===== src/rtl/pipelined_chunk_adder_if.sv =====
// ---------------------------------------------------------------------------
// pipelined_chunk_adder_if
//   Handshake and data bundle for pipelined_chunk_adder.
//
//   Input side  : in_valid / in_ready, operands a, b, carry-in cin, mode sub
//   Output side : out_valid / out_ready, result sum, carry cout, overflow ovf
//
//   master : the producer/consumer around the adder (drives operands and
//            out_ready, observes results)
//   slave  : the adder itself
// ---------------------------------------------------------------------------
interface pipelined_chunk_adder_if #(
  parameter int WIDTH = 32
);
  logic             in_valid;
  logic             in_ready;
  logic [WIDTH-1:0] a;
  logic [WIDTH-1:0] b;
  logic             cin;
  logic             sub;
  logic             out_valid;
  logic             out_ready;
  logic [WIDTH-1:0] sum;
  logic             cout;
  logic             ovf;

  modport master (
    output in_valid, a, b, cin, sub, out_ready,
    input  in_ready, out_valid, sum, cout, ovf
  );

  modport slave (
    input  in_valid, a, b, cin, sub, out_ready,
    output in_ready, out_valid, sum, cout, ovf
  );
endinterface


===== src/rtl/pipelined_chunk_adder.sv =====
// ---------------------------------------------------------------------------
// pipelined_chunk_adder
//   WIDTH-bit add/subtract resolved CHUNK bits per pipeline rank, giving a
//   latency of STAGES = WIDTH/CHUNK cycles with one result per cycle and full
//   valid/ready backpressure. Chunk k is added by a small ripple adder placed
//   in front of rank k; each rank carries the untouched operand bits, the low
//   chunks already summed and the chunk's carry-out.
//
//   sub=0 : sum = a + b + cin
//   sub=1 : sum = a + ~b + 1   (cin ignored; cout=1 means no borrow)
//   ovf   : signed two's-complement overflow of the operation
//
// Ports
//   clk     rising-edge clock
//   arst_n  synchronous active-low reset (drops all in-flight work)
//   bus     pipelined_chunk_adder_if.slave (handshakes, operands, results)
//
// Parameters
//   WIDTH   operand/result width (>= 1)
//   CHUNK   bits per rank; 1 <= CHUNK <= WIDTH and WIDTH % CHUNK == 0
//
// Optional feature (macro PIPELINED_CHUNK_ADDER_SAT_EN)
//   When defined, an overflowing result is replaced at the output by the
//   signed saturation value chosen by the sign of operand a.
// ---------------------------------------------------------------------------
module pipelined_chunk_adder #(
  parameter int WIDTH = 32,
  parameter int CHUNK = 8
) (
  input logic                    clk,
  input logic                    arst_n,
  pipelined_chunk_adder_if.slave bus
);

  localparam int STAGES = WIDTH / CHUNK;
  localparam int LAST   = STAGES - 1;

  if (WIDTH < 1 || CHUNK < 1 || CHUNK > WIDTH || (WIDTH % CHUNK) != 0) begin : g_bad_params
    $error("pipelined_chunk_adder: illegal WIDTH/CHUNK combination");
  end

  // Rank registers
  logic             valid_q [STAGES];
  logic [WIDTH-1:0] a_q     [STAGES];  // operand a, full width (upper bits still pending)
  logic [WIDTH-1:0] b_q     [STAGES];  // effective b (already inverted for subtract)
  logic [WIDTH-1:0] s_q     [STAGES];  // chunks 0..k summed
  logic             c_q     [STAGES];  // carry out of chunk k
  logic             ovf_q;

  // What feeds each rank, and what its chunk adder produces
  logic             v_src [STAGES];
  logic [WIDTH-1:0] a_src [STAGES];
  logic [WIDTH-1:0] b_src [STAGES];
  logic [WIDTH-1:0] s_src [STAGES];
  logic             c_src [STAGES];
  logic [WIDTH-1:0] s_nxt [STAGES];
  logic             c_nxt [STAGES];
  logic             ovf_nxt;

  // adv[k]: rank k may load this cycle. adv[STAGES] is the output port.
  logic [STAGES:0]  adv;

  always_comb begin
    logic [CHUNK:0] chunk;
    // NOTE: every variable written here gets a value on every path first;
    // a path that leaves one unassigned would infer a latch.
    chunk = '0;

    // Backpressure ripples down from the output; an empty rank always loads,
    // so bubbles collapse even while the output is stalled.
    adv[STAGES] = !valid_q[LAST] || bus.out_ready;
    for (int k = LAST; k >= 0; k--) begin
      adv[k] = !valid_q[k] || adv[k+1];
    end

    // Subtraction becomes a + ~b + 1 right at entry; only the effective b
    // travels down the pipe.
    v_src[0] = bus.in_valid;
    a_src[0] = bus.a;
    b_src[0] = bus.sub ? ~bus.b : bus.b;
    s_src[0] = '0;
    c_src[0] = bus.sub ? 1'b1 : bus.cin;
    for (int k = 1; k < STAGES; k++) begin
      v_src[k] = valid_q[k-1];
      a_src[k] = a_q[k-1];
      b_src[k] = b_q[k-1];
      s_src[k] = s_q[k-1];
      c_src[k] = c_q[k-1];
    end

    for (int k = 0; k < STAGES; k++) begin
      chunk = {1'b0, a_src[k][k*CHUNK +: CHUNK]}
            + {1'b0, b_src[k][k*CHUNK +: CHUNK]}
            + (CHUNK+1)'(c_src[k]);
      s_nxt[k]                  = s_src[k];
      s_nxt[k][k*CHUNK +: CHUNK] = chunk[CHUNK-1:0];
      c_nxt[k]                  = chunk[CHUNK];
    end

    // Carry-into-MSB XOR carry-out is the same as: both addends share a sign
    // and the result's sign differs from it. The sign form needs no tap
    // inside the final ripple chain and stays valid for CHUNK=1.
    ovf_nxt = (a_src[LAST][WIDTH-1] == b_src[LAST][WIDTH-1])
           && (s_nxt[LAST][WIDTH-1] != a_src[LAST][WIDTH-1]);
  end

  // NOTE: sequential state uses non-blocking assignments so every rank sees
  // the pre-edge value of the rank below, regardless of statement order.
  always_ff @(posedge clk) begin
    if (!arst_n) begin
      // NOTE: the rank data arrays are cleared too, not just the valid bits,
      // so sum/cout/ovf read zero during reset rather than stale results.
      for (int k = 0; k < STAGES; k++) begin
        valid_q[k] <= 1'b0;
        a_q[k]     <= '0;
        b_q[k]     <= '0;
        s_q[k]     <= '0;
        c_q[k]     <= 1'b0;
      end
      ovf_q <= 1'b0;
    end else begin
      for (int k = 0; k < STAGES; k++) begin
        if (adv[k]) begin
          valid_q[k] <= v_src[k];
          // Data only moves with a valid transaction, so idle operand values
          // never disturb what the ranks hold.
          if (v_src[k]) begin
            a_q[k] <= a_src[k];
            b_q[k] <= b_src[k];
            s_q[k] <= s_nxt[k];
            c_q[k] <= c_nxt[k];
          end
        end
      end
      if (adv[LAST] && v_src[LAST]) begin
        ovf_q <= ovf_nxt;
      end
    end
  end

  assign bus.in_ready  = adv[0] && arst_n;
  assign bus.out_valid = valid_q[LAST];
  assign bus.cout      = c_q[LAST];
  assign bus.ovf       = ovf_q;

`ifdef PIPELINED_CHUNK_ADDER_SAT_EN
  // Overflow can only happen when the addends share a sign, so the sign of a
  // picks the clamp direction: 0 -> 0x7F..F, 1 -> 0x80..0.
  logic [WIDTH-1:0] sat_value;

  always_comb begin
    sat_value          = {WIDTH{~a_q[LAST][WIDTH-1]}};
    sat_value[WIDTH-1] = a_q[LAST][WIDTH-1];
  end

  assign bus.sum = ovf_q ? sat_value : s_q[LAST];
`else
  assign bus.sum = s_q[LAST];
`endif

endmodule


===== src/flat_wrapper.sv =====
// flat-port wrapper written by rule: the top's interface ports become plain ports
module pipelined_chunk_adder_flat 
#(
  parameter int WIDTH = 32,
  parameter int CHUNK = 8
)
  (clk, arst_n, bus_in_valid, bus_a, bus_b, bus_cin, bus_sub, bus_out_ready, bus_in_ready, bus_out_valid, bus_sum, bus_cout, bus_ovf);
  pipelined_chunk_adder_if #(.WIDTH(WIDTH)) bus_i ();
  input logic clk;
  input logic arst_n;
  input wire logic [$bits(bus_i.in_valid)-1:0] bus_in_valid;
  input wire logic [$bits(bus_i.a)-1:0] bus_a;
  input wire logic [$bits(bus_i.b)-1:0] bus_b;
  input wire logic [$bits(bus_i.cin)-1:0] bus_cin;
  input wire logic [$bits(bus_i.sub)-1:0] bus_sub;
  input wire logic [$bits(bus_i.out_ready)-1:0] bus_out_ready;
  output wire logic [$bits(bus_i.in_ready)-1:0] bus_in_ready;
  output wire logic [$bits(bus_i.out_valid)-1:0] bus_out_valid;
  output wire logic [$bits(bus_i.sum)-1:0] bus_sum;
  output wire logic [$bits(bus_i.cout)-1:0] bus_cout;
  output wire logic [$bits(bus_i.ovf)-1:0] bus_ovf;
  assign bus_i.in_valid = bus_in_valid;
  assign bus_i.a = bus_a;
  assign bus_i.b = bus_b;
  assign bus_i.cin = bus_cin;
  assign bus_i.sub = bus_sub;
  assign bus_i.out_ready = bus_out_ready;
  assign bus_in_ready = bus_i.in_ready;
  assign bus_out_valid = bus_i.out_valid;
  assign bus_sum = bus_i.sum;
  assign bus_cout = bus_i.cout;
  assign bus_ovf = bus_i.ovf;
  pipelined_chunk_adder #(.WIDTH(WIDTH), .CHUNK(CHUNK)) u_core (.clk(clk), .arst_n(arst_n), .bus(bus_i));
endmodule

===== config.mk =====
export PLATFORM = sky130hd
export DESIGN_NAME = pipelined_chunk_adder_flat
export DESIGN_NICKNAME = d
export VERILOG_FILES = /design/src/rtl/pipelined_chunk_adder_if.sv /design/src/rtl/pipelined_chunk_adder.sv /design/src/flat_wrapper.sv
export SDC_FILE = /design/constraint.sdc
export NUM_CORES = 1
export LEC_CHECK = 0
export CAP_MARGIN = 20
export CORE_MARGIN = 5
export CORE_UTILIZATION = 40
export CTS_CLUSTER_DIAMETER = 120
export DETAILED_ROUTE_END_ITERATION = 16
export GPL_ROUTABILITY_DRIVEN = 1
export PLACE_DENSITY = 0.62
export REMOVE_ABC_BUFFERS = 1
export SLEW_MARGIN = 20
export SYNTH_ARGS = -nofsm -noshare
export SYNTH_HDL_FRONTEND = slang
export SYNTH_SLANG_ARGS = --single-unit

===== constraint.sdc =====
create_clock -name clk -period 3.8 [get_ports clk]
set_input_delay 0.76 -clock clk [delete_from_list [all_inputs] [get_ports clk]]
set_output_delay 0.76 -clock clk [all_outputs]
set_load 0.01 [all_outputs]

Word-level counts from Yosys, hierarchy flattened
Memory sizes are Yosys's and may differ from the RTL's.
Cells that the tools add are included.
W data, S select, Z words.

storage, ports and cells
  register bits = 1
  RAM bits = 392
  bits of input ports = 70
  logic and storage cells = 100
  memories kept = 5

memory list
  name            depth  width  read ports  clocked after memory_dff  write ports  RTL line                     source
  u_core.a_q      4      32     3           0                         4            pipelined_chunk_adder.sv:44  logic [WIDTH-1:0] a_q [STAGES];
  u_core.b_q      4      32     3           0                         4            pipelined_chunk_adder.sv:45  logic [WIDTH-1:0] b_q [STAGES];
  u_core.s_q      4      32     4           0                         4            pipelined_chunk_adder.sv:46  logic [WIDTH-1:0] s_q [STAGES];
  u_core.c_q      4      1      4           0                         4            pipelined_chunk_adder.sv:47  logic c_q [STAGES];
  u_core.valid_q  4      1      4           0                         4            pipelined_chunk_adder.sv:43  logic valid_q [STAGES];

cells by class
  add/sub/neg operators = 8
  eq/ne operators = 2
  multiplexer cells = 51
  bitwise operators = 21
  reduce and logical (&&, ||, !) cells = 12

operators with widths
  operator             count
  $mux W32             13
  $mux W1              38
  $add A8 B8 Y9        4
  $add A9 B1 Y9        4
  $not A32 Y32         1
  $or A1 B1 Y1         20
  $logic_or A1 B1 Y1   5
  $logic_not A1 Y1     4
  $logic_and A1 B1 Y1  3
  $eq A1 B1 Y1         1
  $ne A1 B1 Y1         1

Logic depth before layout (Yosys ltp)
An unclocked memory read counts as a cell.

  depth in word-level cells = 11
  gate-level depth with buffers = 10

Worst setup path before layout
No wires, ideal clock.

  path kind = input-to-reg
  from = input bus_sub
  to = memory u_core.c_q[0]
  arrival = 3.152 ns
  slack = 0.528 ns
  stages = 10
  buffers on the path = 2
  cells stage by stage = buf_2 > buf_2 > or2_1 > fa_1 > fa_1 > a21o_1 > a21o_1 > a2111oi_4 > nor3b_1 > o31a_1

RTL lines
  what                RTL line                     source
  start: declaration  flat_wrapper.sv:15           input wire logic [$bits(bus_i.sub)-1:0] bus_sub;
  end: declaration    pipelined_chunk_adder.sv:47

Worst setup path after layout
  from = input bus_out_ready
  to = output bus_in_ready

between the ends
  cells in the longest elaborated chain, start to end = 6

ends and longest elaborated chain
  what                              RTL line                      source
  start: declaration                flat_wrapper.sv:16            input wire logic [$bits(bus_i.out_ready)-1:0] bus_out_ready;
  $logic_or A1 B1 Y1                pipelined_chunk_adder.sv:71   adv[STAGES] = !valid_q[LAST] || bus.out_ready;
  $logic_or A1 B1 Y1 (4 in series)  pipelined_chunk_adder.sv:73   adv[k] = !valid_q[k] || adv[k+1];
  $logic_and A1 B1 Y1               pipelined_chunk_adder.sv:141  assign bus.in_ready = adv[0] && arst_n;
  end: declaration                  flat_wrapper.sv:17            output wire logic [$bits(bus_i.in_ready)-1:0] bus_in_ready;

No other way between the ends.

==> flow_summary.ini <==
[status]
status = finished clean

[global_routing]
gr-total-overflow = 0
grt_max_degree = 57
grt_pass1_wl_um = 23700
antenna_found_initial = 0
grt_usage_pct = 12.3
grt_pass1_vias = 4829

[floorplanning]
num_rows = 52
num_io_pins = 106
die_area_mm2 = 0.0238
die_w_um = 154
fp.dieH_um = 154
start_util_pct = 40.8
core_mm2 = 0.0204

[route]
drc = 0
dr.pass1.iters = 4
drt_iter0_markers = 215
wirelength_um = 14100
vias = 4618
antenna_left = 0
routed_via_density = 4.59
wl_per_cell_um = 14.0

[critical_path]
critPathSlowestCell = clkdlybuf4s50_1
cpMostUsedCell = clkdlybuf4s50_1
ff2ff_setup_slack_ns = 1.46
path_buf_inv = 2
worstSetupPathType = in2out
worstPathCellList = clkdlybuf4s50_1 -> nand3b_1 -> nor2_1 -> a21oi_1 -> clkdlybuf4s50_1
crit_fanout = 4
crit_arrival_ns = 2.29
cp_slowest_stage_delay_ns = 0.57
end_kind = output pin
worstPathRequired_ns = 3.04
crit_family = buffers and inverters
cp-start-kind = input port

[finish]
drive_gt1_share_pct = 6.93
nNetsFinal = 829
fillCellCount = 1736
n_antenna_cell = 0
area_delta_synth_final_pct = 24.1
design_area_mm2 = 0.0103

[yosys]
yosysWarnings = 0
synthArstFlopShare_pct = 0
synth.avg_cell_area_um2 = 13.6
ys.flop_type = edfxtp_1
synth_edf_count = 178
synth_seq_area_share_pct = 66.0
synth_cells = 613
netlist_area_mm2 = 0.00831
ys_seq_elements = 185
ys_types = 42

[timing]
finalMaxSlewViolations = 0
relSlewSlack_pct = 53.7
timing.final.ws_setup_ns = 0.747
min_period_over_period_pct = 80.3
whs_ns = 0.487
fin_skew_ns = 0.0155
worst_pin_slew_ns = 0.695
setup_viol = 0
tns_ns = 0
period_minus_slack_ns = 3.05
rsz0062_at_grt = false
max_freq_mhz = 328
finalHoldViolCount = 0

[place]
dpl_cell_area_mm2 = 0.00968
gp_congestion = 0.738
hpwl_um = 10500
place_ws_ns = 0.386
port_buffers = 105

[clock_tree]
cts_htree_levels = 4
worstSkewPairLatency_ns = 0.43
cts_made_buffers = 17
ctsResizeCount = 0
post-cts-setup-buffers = 0
cts.clk_slew.worst_paths_ns = 0.06
cts.sinks = 185
cts_tree = built
holdBufCountCts = 0
cts-root-buf = clkbuf_16
cts_buffer_depth = 2

[worst_hold_path]
hp-class = reg2reg

[job]
drv_cap = 0

[power]
power_density_mw_per_mm2 = 460
leakage_nw = 4.01
vdd_ir_drop_max_mv = 0.289
cell families after synthesis:
kind of cell               count (synthesis)  share of synthesized area (%)
adders and majority gates                 36                           6.14
xor gates and xnor gates                  43                           4.53
buffers and inverters                     45                           2.15
muxes                                      2                          0.241
DFF                                      185                           66.0
AOI/OAI and AO/OA                         65                           5.30
and+or+nand+nor                          237                           15.6
through the flow:
| stage | utilization (%) | power (mW) | instances |
|---|---|---|---|
| finish | 50.6 | 4.74 | 1006 |
| global route | 50.6 | 4.93 | 1006 |
| CTS | 50.6 | 4.79 | 1006 |
| detailed placement | 47.5 | 2.94 | 974 |
| global placement | 47.5 | 2.92 | 974 |
| floorplan | - | 2.72 | 589 |
per-layer routing:
layer | vias to the layer above | wire length, µm | part of all wire, % | GRT usage [%]
met2 | 102 | 6620 | 47 | 19.4
li1 | 2382 | - | - | -
met4 | 0 | 129 | 0.92 | 4.25
met1 | 2126 | 6750 | 48 | 16.8
met5 | - | 0 | 0 | 0
met3 | 8 | 594 | 4.2 | 2.95
layout make-up:
cell class / count / area (µm²) / share of cell area (%)
clock inverters: 14 / 196 / 1.90
flip-flops and latches: 185 / 5490 / 53.2
multi-input cells: 383 / 2650 / 25.7
inverters: 21 / 78.8 / 0.764
well taps: 270 / 338 / 3.28
repair buffers: 115 / 1120 / 10.9
clock buffers: 18 / 439 / 4.26
worst paths after layout:
kind / depth (start not counted) / end / from
worst max-delay path: 5 / bus_in_ready / bus_out_ready
worst min-delay path: 2 / u_core.bus.ovf / u_core.bus.ovf
worst max register to register: 9 / u_core.s_q[0][86] / u_core.a_q[0][48]
worst min register to register: 2 / u_core.bus.ovf / u_core.bus.ovf
cell usage in the layout, fill, tap and decap left out, types with 8 or more instances in the layout:
cell type / count
edfxtp_1: 178
and2_1: 101
ha_1: 28
and3_1: 26
inv_1: 19
a21o_1: 11
buf_4: 10
a21oi_1: 17
o21ai_0: 9
xor2_1: 10
xnor2_1: 33
fa_1: 8
nor2_1: 58
clkdlybuf4s50_1: 104
clkbuf_16: 17
nand2_1: 13
o21ai_1: 8
tightest hold or removal path, stage by stage, from the launching register on:
cell,delay [ns]
dfxtp_1,0.33
nand3_1,0.06
o311ai_1,0.07
cell usage after synthesis, types with 5 or more instances:
cell	number	area share, %
edfxtp_1	178	64
and2_1	101	7.6
nor2_1	59	2.7
xnor2_1	33	3.5
ha_1	28	4.2
and3_1	26	2.0
inv_1	19	0.86
a21oi_1	17	1.0
clkbuf_1	16	0.72
nand2_1	15	0.68
a21o_1	11	0.99
xor2_1	10	1.1
o21ai_0	9	0.54
buf_2	8	0.48
fa_1	8	1.9
o21ai_1	8	0.48
dfxtp_1	7	1.7
nor2b_1	6	0.45
nor3b_1	6	0.54
a211oi_1	5	0.45
nor3_1	5	0.30
or3_1	5	0.38
flip-flops by register name (all words and copies together), names as in the netlist:
register and flops:
u_core.valid_q 4, u_core.c_q 4, u_core.bus.ovf 1, u_core.s_q 80
u_core.b_q 48, u_core.a_q 48
report_power, final:
group          internal, mW  switching (mW)  total (mW)
Combinational         0.236           0.245       0.481
Sequential             2.37          0.0351        2.41
Clock                  1.12           0.728        1.85
Total                  3.73            1.01        4.74
Note: power is estimated with default switching activity, not from simulation.
